$ cat config.mk
export PLATFORM = sky130hd
export DESIGN_NAME = rf_wr_arbiter_flat
export DESIGN_NICKNAME = d
export VERILOG_FILES = /design/src/rtl/rf_wr_arbiter_if.sv /design/src/rtl/rf_wr_arbiter.sv /design/src/flat_wrapper.sv
export SDC_FILE = /design/constraint.sdc
export NUM_CORES = 1
export LEC_CHECK = 0
export CORE_MARGIN = 1
export CORE_UTILIZATION = 36
export CTS_BUF_LIST = sky130_fd_sc_hd__clkbuf_2
export CTS_CLUSTER_SIZE = 16
export DETAILED_ROUTE_END_ITERATION = 6
export PLACE_DENSITY = 0.82
export SYNTH_ARGS = -nofsm -noshare
export SYNTH_HDL_FRONTEND = slang
export SYNTH_SLANG_ARGS = --single-unit
$ cat constraint.sdc
create_clock -name clk -period 3.11 [get_ports clk]
set_clock_uncertainty 0.05 [all_clocks]
set_input_delay 0.933 -clock clk [delete_from_list [all_inputs] [get_ports clk]]
set_output_delay 0.933 -clock clk [all_outputs]
set_load 0.01 [all_outputs]
$ cat src/rtl/rf_wr_arbiter_if.sv
// Producer-side bundle of the shared register-file write port: the request
// triples coming in, and the ack, write strobe and stall hint going out.
interface rf_wr_arbiter_if #(
  parameter int NUM_REQ       = 4,
  parameter int reg_sel_width = 5,
  parameter int data_width    = 32
);
  // Handshake: producer i raises req[i] with req_sel/req_data slice i and holds
  // all three stable until it samples ack[i]=1 (a one-cycle pulse); the write
  // is then committed, and the producer may drop req or present its next write.
  logic [NUM_REQ-1:0]               req;
  logic [NUM_REQ*reg_sel_width-1:0] req_sel;
  logic [NUM_REQ*data_width-1:0]    req_data;
  logic [NUM_REQ-1:0]               ack;
  logic                             rf_wr_en;
  logic [reg_sel_width-1:0]         rf_wr_sel;
  logic [data_width-1:0]            rf_wr_data;
  logic                             pending;

  modport master (
    output req, req_sel, req_data,
    input  ack, rf_wr_en, rf_wr_sel, rf_wr_data, pending
  );

  modport slave (
    input  req, req_sel, req_data,
    output ack, rf_wr_en, rf_wr_sel, rf_wr_data, pending
  );
endinterface

$ cat src/rtl/rf_wr_arbiter.sv
// Round-robin arbiter sharing the single register-file write port between
// NUM_REQ producers; one registered write (and ack pulse) per cycle at most.
module rf_wr_arbiter #(
  parameter int NUM_REQ       = 4,
  parameter int reg_sel_width = 5,
  parameter int data_width    = 32
) (
  input  logic          clk,
  input  logic          rst,
  rf_wr_arbiter_if.slave bus,
  output logic          dbg_state_o
);
  localparam int PTR_W = $clog2(NUM_REQ);

  localparam logic [0:0] ST_IDLE  = 1'b0;
  localparam logic [0:0] ST_WRITE = 1'b1;

  logic [NUM_REQ-1:0]       ack_q, ack_d;
  logic [NUM_REQ-1:0]       elig;
  logic [PTR_W-1:0]         rr_ptr_q, rr_ptr_d;
  logic [PTR_W-1:0]         win;
  logic                     found;
  int unsigned              idx;
  logic                     rf_wr_en_q, rf_wr_en_d;
  logic [reg_sel_width-1:0] sel_w, sel_q, sel_d;
  logic [data_width-1:0]    data_w, data_q, data_d;
  logic [0:0]               state_q, state_d;

  // A request being acked this cycle still shows req high; masking it with
  // the registered ack keeps the same write from being granted twice.
  assign elig = bus.req & ~ack_q;

  always_comb begin
    found = 1'b0;
    win   = '0;
    idx   = 0;
    for (int k = 0; k < NUM_REQ; k++) begin
      idx = int'(rr_ptr_q) + k;
      if (idx >= NUM_REQ) idx = idx - NUM_REQ;
      if (!found && elig[PTR_W'(idx)]) begin
        found = 1'b1;
        win   = PTR_W'(idx);
      end
    end
  end

  assign sel_w  = bus.req_sel[int'(win)*reg_sel_width +: reg_sel_width];
  assign data_w = bus.req_data[int'(win)*data_width +: data_width];

  always_comb begin
    ack_d      = '0;
    rr_ptr_d   = rr_ptr_q;
    rf_wr_en_d = 1'b0;
    sel_d      = sel_q;
    data_d     = data_q;
    state_d    = ST_IDLE;
    if (found) begin
      ack_d[win] = 1'b1;
      rr_ptr_d   = (win == PTR_W'(NUM_REQ - 1)) ? '0 : win + 1'b1;
      // Writes to x0 are acked but never strobed into the regfile.
      rf_wr_en_d = (sel_w != '0);
      sel_d      = sel_w;
      data_d     = data_w;
      state_d    = ST_WRITE;
    end
  end

  always_ff @(posedge clk) begin
    if (!rst) begin
      ack_q      <= '0;
      rr_ptr_q   <= '0;
      rf_wr_en_q <= 1'b0;
      sel_q      <= '0;
      data_q     <= '0;
      state_q    <= ST_IDLE;
    end else begin
      ack_q      <= ack_d;
      rr_ptr_q   <= rr_ptr_d;
      rf_wr_en_q <= rf_wr_en_d;
      sel_q      <= sel_d;
      data_q     <= data_d;
      state_q    <= state_d;
    end
  end

  assign bus.ack        = ack_q;
  assign bus.rf_wr_en   = rf_wr_en_q;
  assign bus.rf_wr_sel  = sel_q;
  assign bus.rf_wr_data = data_q;
  assign bus.pending    = |(bus.req & ~ack_q);
  assign dbg_state_o    = state_q;
endmodule

$ cat src/flat_wrapper.sv
// flat-port wrapper written by rule: the top's interface ports become plain ports
module rf_wr_arbiter_flat 
#(
  parameter int NUM_REQ       = 4,
  parameter int reg_sel_width = 5,
  parameter int data_width    = 32
)
  (clk, rst, dbg_state_o, bus_req, bus_req_sel, bus_req_data, bus_ack, bus_rf_wr_en, bus_rf_wr_sel, bus_rf_wr_data, bus_pending);
  rf_wr_arbiter_if #(.NUM_REQ(NUM_REQ), .reg_sel_width(reg_sel_width), .data_width(data_width)) bus_i ();
  input  logic clk;
  input  logic rst;
  output logic dbg_state_o;
  input wire logic [$bits(bus_i.req)-1:0] bus_req;
  input wire logic [$bits(bus_i.req_sel)-1:0] bus_req_sel;
  input wire logic [$bits(bus_i.req_data)-1:0] bus_req_data;
  output wire logic [$bits(bus_i.ack)-1:0] bus_ack;
  output wire logic [$bits(bus_i.rf_wr_en)-1:0] bus_rf_wr_en;
  output wire logic [$bits(bus_i.rf_wr_sel)-1:0] bus_rf_wr_sel;
  output wire logic [$bits(bus_i.rf_wr_data)-1:0] bus_rf_wr_data;
  output wire logic [$bits(bus_i.pending)-1:0] bus_pending;
  assign bus_i.req = bus_req;
  assign bus_i.req_sel = bus_req_sel;
  assign bus_i.req_data = bus_req_data;
  assign bus_ack = bus_i.ack;
  assign bus_rf_wr_en = bus_i.rf_wr_en;
  assign bus_rf_wr_sel = bus_i.rf_wr_sel;
  assign bus_rf_wr_data = bus_i.rf_wr_data;
  assign bus_pending = bus_i.pending;
  rf_wr_arbiter #(.NUM_REQ(NUM_REQ), .reg_sel_width(reg_sel_width), .data_width(data_width)) u_core (.clk(clk), .rst(rst), .bus(bus_i), .dbg_state_o(dbg_state_o));
endmodule
Yosys cells after proc, flatten, opt, wreduce, memory -nomap -nowiden
Index checks and enable logic that the tools add are counted.

cells by class
  add/subtract/negate cells = 8
  $mul = 1
  $lt $le $gt $ge = 10
  equal/unequal tests = 1
  shifts and indexed selects = 2
  mux-type cells = 24
  bitwise operators = 2
  reductions and logical operators = 10

operators with widths
  cell                                                 number
  indexed part select 128 x 8 -> 32 bit                1
  indexed part select 20 x 32 -> 5 bit                 1
  two-way mux 2 bit                                    9
  < comparator 2 x 3 -> 1 bit, second input constant   5
  two-way mux 1 bit                                    10
  >= comparator 3 bit, second input constant           3
  binary-select mux 1 bit (select 2 bit)               4
  subtractor 2 x 1 -> 2 bit, second input constant     4
  adder 2 x 2 -> 3 bit, second input constant          2
  multiplier 2 x 3 -> 5 bit, second input constant     1
  nonzero test 5 bit                                   1
  AND 4 bit                                            1
  logical AND 1 bit                                    4
  NOT 4 bit                                            1
  OR reduction 4 bit                                   1
  adder 2 x 1 -> 3 bit, second input constant          1
  >= comparator 2 x 3 -> 1 bit, second input constant  1
  logical NOT 1 bit                                    3
  adder 2 x 1 -> 2 bit, second input constant          1
  demux 1 bit (select 2 bit)                           1
  == test 2 bit, second input constant                 1
  >= comparator 2 x 1 -> 1 bit, second input constant  1
  AND reduction 2 bit                                  1

storage, ports and cells
  register bits = 45
  input port bits = 154
  output and inout bits = 44
  logic and storage cells = 64

Logic depth before layout (Yosys ltp)
Gate-level depths: netlist of run 1.

  depth after elaboration = 18
  depth in mapped cells = 9
  mapped depth without buffers = 7

Worst setup path before layout of run 1
OpenSTA, ideal clock, no wires.

  kind = in2reg
  start = input bus_req[3]
  end = register u_core.rf_wr_en_q, in the netlist u_core.bus.rf_wr_en
  setup time = 125 ps
  arrival = 2,761 ps
  required time = 2,935 ps
  path slack = 174 ps
  cell stages on the path = 8
  cells stage by stage = nand2b_1 > a222oi_1 > and3_1 > buf_6 > buf_6 > mux2i_1 > mux2i_1 > o41a_1

on the way
  word-level cells in the longest chain between the ends = 16

RTL lines
  item                                     line                 text
  start, declared                          flat_wrapper.sv:13   input wire logic [$bits(bus_i.req)-1:0] bus_req;
  AND 4 bit (*)                            rf_wr_arbiter.sv:31  assign elig = bus.req & ~ack_q;
  binary-select mux 1 bit (select 2 bit)   rf_wr_arbiter.sv:40  if (!found && elig[PTR_W'(idx)]) begin
  two-way mux 1 bit (not written as such)  rf_wr_arbiter.sv:40
  two-way mux 1 bit                        rf_wr_arbiter.sv:40
  logical NOT 1 bit                        rf_wr_arbiter.sv:40
  logical AND 1 bit                        rf_wr_arbiter.sv:40
  two-way mux 1 bit                        rf_wr_arbiter.sv:40
  logical NOT 1 bit                        rf_wr_arbiter.sv:40
  logical AND 1 bit                        rf_wr_arbiter.sv:40
  two-way mux 1 bit                        rf_wr_arbiter.sv:40
  logical NOT 1 bit                        rf_wr_arbiter.sv:40
  logical AND 1 bit                        rf_wr_arbiter.sv:40
  two-way mux 2 bit                        rf_wr_arbiter.sv:40
  multiplier 2 x 3 -> 5 bit                rf_wr_arbiter.sv:47  assign sel_w = bus.req_sel[int'(win)*reg_sel_width +: reg_sel_width];
  indexed part select 20 x 32 -> 5 bit     rf_wr_arbiter.sv:47
  nonzero test 5 bit                       rf_wr_arbiter.sv:61  rf_wr_en_d = (sel_w != '0);
  end signal, assigned                     rf_wr_arbiter.sv:79  rf_wr_en_q <= rf_wr_en_d;
  end, declared                            rf_wr_arbiter.sv:24  logic rf_wr_en_q, rf_wr_en_d;

Every way passes the cells marked *; elsewhere a longest branch is shown, timed or not. The select of a mux whose other input is x is not followed.
A chain may end at the register's enable or synchronous reset.

Worst setup path after layout of run 1
  start = input bus_req[1]
  end = output bus_pending

on the way
  word-level cells in the longest chain between the ends = 2

RTL lines
  item                line                 text
  AND 4 bit           rf_wr_arbiter.sv:90  assign bus.pending = |(bus.req & ~ack_q);
  OR reduction 4 bit  rf_wr_arbiter.sv:90
  end, declared       flat_wrapper.sv:20   output wire logic [$bits(bus_i.pending)-1:0] bus_pending;

No other way between the ends.

==> results_dict.tcl, run 1 <==
set metrics [dict create \
    cp.arrival_ns 2.08 \
    vdd_drop_max_v 0.000303 \
    crit_fanout 4 \
    syn_nets 475 \
    insertion_delay_ns 0.39 \
    rows 32 \
    cts_buffers 5 \
    routabilityCongestion 0.836 \
    drt_iter0_markers 114 \
    dr.pass1.iters 4 \
    slew_headroom 0.492 \
    cts_root_buffer "clkbuf_2" \
    worst_pin_slew_ns 0.761 \
    yosys_warnings 0 \
    slew_violations 0 \
    grt_pass1_vias 3191 \
    met1_length_mm 3.66 \
    clk_pin_slew_ns 0.19 \
    synth_seq_area_share 0.316 \
    finalHoldViolations 0 \
    syn_avg_cell_area_sq_um 8.98 \
    cp-end-kind "primary output" \
    synth_cell_types 35 \
    drc 0 \
    met3_length_um 701 \
    outcome "finished, final reports clean" \
    design_power_total_mw 3.41 \
    vias 3242 \
    syn-cell-area_sq_mm 0.00285 \
    tritoncts "built" \
    setup.worst_path.class "in2out" \
    cts_buffer_depth 2 \
    grt-ovfl-total 0 \
    wl_per_cell_um 15.6 \
    fmax_mhz 326 \
    hold_class "reg2reg" \
    dp_hpwl_mm 7.39 \
    synth_top_area_frac 0.316 \
    boundaryPins 198 \
    insertedDiodeCount 0 \
    antenna_found_initial 0 \
    cp.required_ns 2.13 \
    dp.cells 610 \
    finalNetCount 680 \
    grt_use_total 0.229 \
    final.period_utilization 0.985 \
    route.met2.wl_mm 5.17 \
    yosys.area.top_type "dfxtp_1" \
    port_buffers 197 \
    grt_pass1_wl_mm 15.0 \
    leakagePower_nw 2.06 \
    syn_to_final_growth_pct 78.9 \
    maxCapViolations 0 \
    htreeDepth 2 \
    synthCells 317 \
    drtAntennaViolNets 0 \
    start_util 0.370 \
    top_layer_used "met4" \
    period_needed_ns 3.06 \
    setup_viol 0 \
    core_area_sq_mm 0.00769 \
    fillers 669 \
    dieArea_sq_mm 0.00827 \
    p_per_area_mw_per_mm2 671 \
    layout-drive-gt1-share 0.0747 \
    totalWireLength_mm 9.75 \
    synth-seq-cells 45 \
    synth_area_leaders "dfxtp_1 32%, mux2i_1 26%, a32o_1 11%" \
    start_kind "primary input" \
    via_per_inst 5.20 \
    clock_sinks 45 \
    die_width_um 90.9 \
    grt_max_degree 43 \
    hold_buffers 0 \
    die_h_um 90.9 \
    final_cells 624 \
]
-- timing repair --
item / in CTS / in global routing
endpoints found under the setup margin: 1 / 25
buffers inserted: 2 / 4
resized for setup: 4 / 1
gates cloned: 0 / 1
pin swaps: 0 / 3
-- cell usage after synthesis --
cell       count
mux2i_1       75
nand2_1       67
dfxtp_1       45
a32o_1        32
inv_1         12
nor2_1        10
clkbuf_1       9
and2_1         7
buf_6          6
a211oi_1       5
a21oi_1        5
a31oi_1        5
ha_1           4
a2111oi_0      3
buf_1          3
buf_2          3
buf_4          3
o21a_1         3
a211o_1        2
nand2b_1       2
nor2b_1        2
a21o_1         1
a222oi_1       1
a2bb2oi_1      1
and3_1         1
mux2_2         1
nand3_1        1
nand3b_1       1
nand4_1        1
nor3_1         1
o211a_1        1
o211ai_1       1
o41a_1         1
or3_1          1
or3b_2         1
-- kinds of logic after synthesis --
| kind of cell | count (synthesis) | share of synthesized area |
|---|---|---|
| multiplexers | 76 | 0.268 |
| buffers and inverters | 36 | 0.0686 |
| adder cells (fa/ha/maj) | 4 | 0.0176 |
| AND/OR/NAND/NOR | 95 | 0.142 |
| AO/OA/AOI/OAI | 61 | 0.188 |
| flip-flops | 45 | 0.316 |
-- cell type report --
type                       instances  area (sq um)  share of cell area
clock buffer                       6          30.0             0.00590
clock inverter                     1          3.75            0.000737
inverter                          12          45.0             0.00885
multi-input combinational        237          1780               0.350
sequential                        45           901               0.177
tap                              102           128              0.0251
timing repair buffer             221          2200               0.432
-- critical path, cell delays in order --
cell and delay, ns:
clkdlybuf4s50_1 0.40, nor2b_2 0.18, nor3_2 0.20, inv_1 0.09
dlygate4sd2_1 0.29
-- worst paths after layout --
kind | start | to | slack (ns) | cells past startpoint
worst min register to register | u_core.bus.rf_wr_sel[0] | u_core.bus.rf_wr_sel[0] | 0.42 | 2
worst min-delay path | u_core.bus.rf_wr_sel[0] | u_core.bus.rf_wr_sel[0] | 0.42 | 2
worst max-delay path | bus_req[1] | bus_pending | 0.05 | 5
worst max register to register | u_core.bus.ack[3] | u_core.bus.rf_wr_data[4] | 0.69 | 8
-- sequential cells by signal (all words and copies together) (netlist names) --
name / count
u_core.rr_ptr_q: 2
u_core.dbg_state_o: 1
u_core.bus.rf_wr_sel: 5
u_core.bus.ack: 4
u_core.bus.rf_wr_en: 1
u_core.bus.rf_wr_data: 32
-- report_power, final --
group	total, mW	internal (mW)	switching, mW
sequential	0.913	0.791	0.121
clock	0.228	0.0525	0.176
combinational	2.27	1.23	1.05
-- layout by cell type, fill, tap and decap left out, types with 3 or more instances in the layout --
cell               n
clkdlybuf4s50_1  196
mux2i_1           75
nand2_1           67
dfxtp_1           45
a32o_1            32
buf_4             20
inv_1             12
nor2_1             8
and2_1             7
clkbuf_2           6
a31oi_1            5
a211oi_1           5
a21oi_1            5
ha_1               4
buf_12             4
a2111oi_0          3
o21a_1             3
-- metal layers --
layer / up-vias / global-route usage
li1: 1566 / -
met1: 1504 / 0.243
met2: 148 / 0.432
met3: 24 / 0.0589
met4: 0 / 0.0780
met5: - / 0
-- through the flow --
step	util	setup TNS, ns	hold slack (ns)	setup slack [ns]	cell area (sq um)
3_3_place_gp	0.649	-6.29	0.397	-0.223	4990
5_1_grt	0.662	-0.0177	0.460	-0.0177	5090
2_1_floorplan	-	0	0.426	0.174	2850
6_report	0.662	0	0.418	0.0468	5090
4_1_cts	0.657	0	0.422	0.0278	5050
3_5_place_dp	0.649	-7.71	0.398	-0.251	4990
No activity file was read; power rests on OpenSTA's default activity.
==> run 2: changes to the inputs <==
--- a/config.mk
+++ b/config.mk
@@ -5,12 +5,12 @@
 export SDC_FILE = /design/constraint.sdc
 export NUM_CORES = 1
 export LEC_CHECK = 0
-export CORE_MARGIN = 1
 export CORE_UTILIZATION = 36
 export CTS_BUF_LIST = sky130_fd_sc_hd__clkbuf_2
 export CTS_CLUSTER_SIZE = 16
 export DETAILED_ROUTE_END_ITERATION = 6
 export PLACE_DENSITY = 0.82
+export SKIP_LAST_GASP = 1
 export SYNTH_ARGS = -nofsm -noshare
 export SYNTH_HDL_FRONTEND = slang
 export SYNTH_SLANG_ARGS = --single-unit
==> results of run 2 <==
Same layout as run 1: the final DEF is identical, and so are final timing and power.
==> run 3: changes to the inputs <==
--- a/config.mk
+++ b/config.mk
@@ -6,7 +6,6 @@
 export NUM_CORES = 1
 export LEC_CHECK = 0
 export CORE_UTILIZATION = 36
-export CTS_BUF_LIST = sky130_fd_sc_hd__clkbuf_2
 export CTS_CLUSTER_SIZE = 16
 export DETAILED_ROUTE_END_ITERATION = 6
 export PLACE_DENSITY = 0.82
==> results_dict.tcl, run 3 (same netlist as run 1, synthesis figures left out) <==
set metrics [dict create \
    dieArea_sq_mm 0.00827 \
    design_power_total_mw 3.73 \
    maxCapViolations 0 \
    leakagePower_nw 2.16 \
    hold_buffers 0 \
    outcome "finished, final reports clean" \
    mostFrequentLayoutCells "194 x clkdlybuf4s50_1, 71 x mux2i_1, 67 x nand2_1, 45 x dfxtp_1, 32 x a32o_1" \
    dp_hpwl_mm 7.39 \
    grt_pass1_wl_mm 15.4 \
    start_util 0.370 \
    crit_chain "clkdlybuf4s50_1 -> nor2b_4 -> a222oi_1 -> buf_4 -> and3_4 -> buf_6 -> buf_6 -> mux2i_4 -> mux2_4 -> o41a_1" \
    start_kind "primary input" \
    period_needed_ns 3.08 \
    syn_to_final_growth_pct 86.2 \
    largest_reg_flops 32 \
    htreeDepth 2 \
    insertedDiodeCount 0 \
    layout-drive-gt1-share 0.100 \
    cp_slowest_cell "clkdlybuf4s50_1" \
    grt_pass1_vias 3256 \
    via_per_inst 5.25 \
    die_h_um 90.9 \
    boundaryPins 198 \
    cts_buffers 5 \
    dr.pass1.iters 5 \
    drtAntennaViolNets 0 \
    cp.arrival_ns 3.20 \
    multi_input_area_sq_mm 0.00182 \
    antenna_found_initial 0 \
    regArea_sq_um 901 \
    clock_sinks 45 \
    fmax_mhz 325 \
    finalNetCount 688 \
    core_area_sq_mm 0.00769 \
    final.period_utilization 0.990 \
    crit_fanout 4 \
    vias 3318 \
    grt_max_degree 43 \
    routabilityCongestion 0.836 \
    drc 0 \
    die_width_um 90.9 \
    slew_headroom 0.510 \
    max_stage_delay_ns 0.44 \
    critical_path.most_common_cell "buf_6" \
    grt-ovfl-total 0 \
    cts_buffer_depth 2 \
    final_common_cell "clkdlybuf4s50_1" \
    clk_pin_slew_ns 0.07 \
    grt_use_total 0.236 \
    port_buffers 197 \
    drt_iter0_markers 96 \
    vdd_drop_max_v 0.000316 \
    cp.required_ns 3.24 \
    setup_viol 0 \
    worst_pin_slew_ns 0.734 \
    tritoncts "built" \
    hold_ws_ns 0.407 \
    cts_root_buffer "clkbuf_8" \
    hold_class "reg2reg" \
    finalHoldViolations 0 \
    insertion_delay_ns 0.29 \
    setup.worst_path.class "in2reg" \
    p_per_area_mw_per_mm2 704 \
    totalWireLength_mm 10.1 \
    rows 32 \
    slew_violations 0 \
    wl_per_cell_um 16.0 \
    fillers 640 \
    cp-end-kind "register" \
]
run 3: cell count changes in the layout (fill, tap and decap cells not counted), sizes merged:
cell           delta
buf               +7
clkbuf            +3
clkdlybuf4s50     -2
dlymetal6s2s      +2
and3              -1
clkinv            -1
run 3: through the flow:
stage	TNS, ns	area [sq um]	util	setup slack, ns	instances
after global placement	-6.29	4990	0.649	-0.223	610
after floorplan	0	2850	-	0.174	317
after global routing	-0.00894	5300	0.689	-0.00582	632
after detailed placement	-7.71	4990	0.649	-0.251	610
final	0	5300	0.689	0.0312	632
after CTS	-0.0149	5160	0.672	-0.00590	626
run 3: repair_timing:
action / CTS / global route
pin swaps: 2 / 5
setup buffers: 9 / 5
endpoints found under the setup margin: 1 / 42
gates resized for setup: 7 / 18
cloned: 0 / 1
run 3: routing by layer:
| layer | vias to the layer above | track usage | part of all wire |
|---|---|---|---|
| li1 | 1585 | - | - |
| met1 | 1550 | 0.248 | 0.37 |
| met2 | 157 | 0.449 | 0.53 |
| met3 | 26 | 0.0606 | 0.076 |
| met4 | 0 | 0.0820 | 0.026 |
| met5 | - | 0 | 0 |
run 3: power by group:
| group | leakage (nW) | switching [mW] | internal (mW) | total, mW |
|---|---|---|---|---|
| combinational | 1.74 | 1.10 | 1.35 | 2.45 |
| sequential | 0.375 | 0.121 | 0.794 | 0.915 |
| clock | 0.0443 | 0.188 | 0.177 | 0.365 |
| total | 2.16 | 1.41 | 2.32 | 3.73 |
run 3: layout make-up:
class	instances	share of cell area
clock buffer	7	0.0163
tap	102	0.0241
sequential	45	0.170
inverter	12	0.00850
timing repair buffer	230	0.438
multi-input combinational	236	0.343
run 3: final timing paths:
kind         slack [ns]                     from                      end  depth (start not counted)
min                0.41  u_core.bus.rf_wr_sel[0]  u_core.bus.rf_wr_sel[0]                          2
max                0.03               bus_req[0]      u_core.bus.rf_wr_en                         10
max reg2reg        0.63        u_core.bus.ack[3]      u_core.bus.rf_wr_en                         10
min reg2reg        0.41  u_core.bus.rf_wr_sel[0]  u_core.bus.rf_wr_sel[0]                          2
run 3: worst max-delay path: cells and delay by family:
kind                   cells  cell delay [ns]
AOI/OAI and AO/OA          2             0.67
muxes                      2             0.36
and+or+nand+nor            2             0.36
buffers and inverters      4             0.88
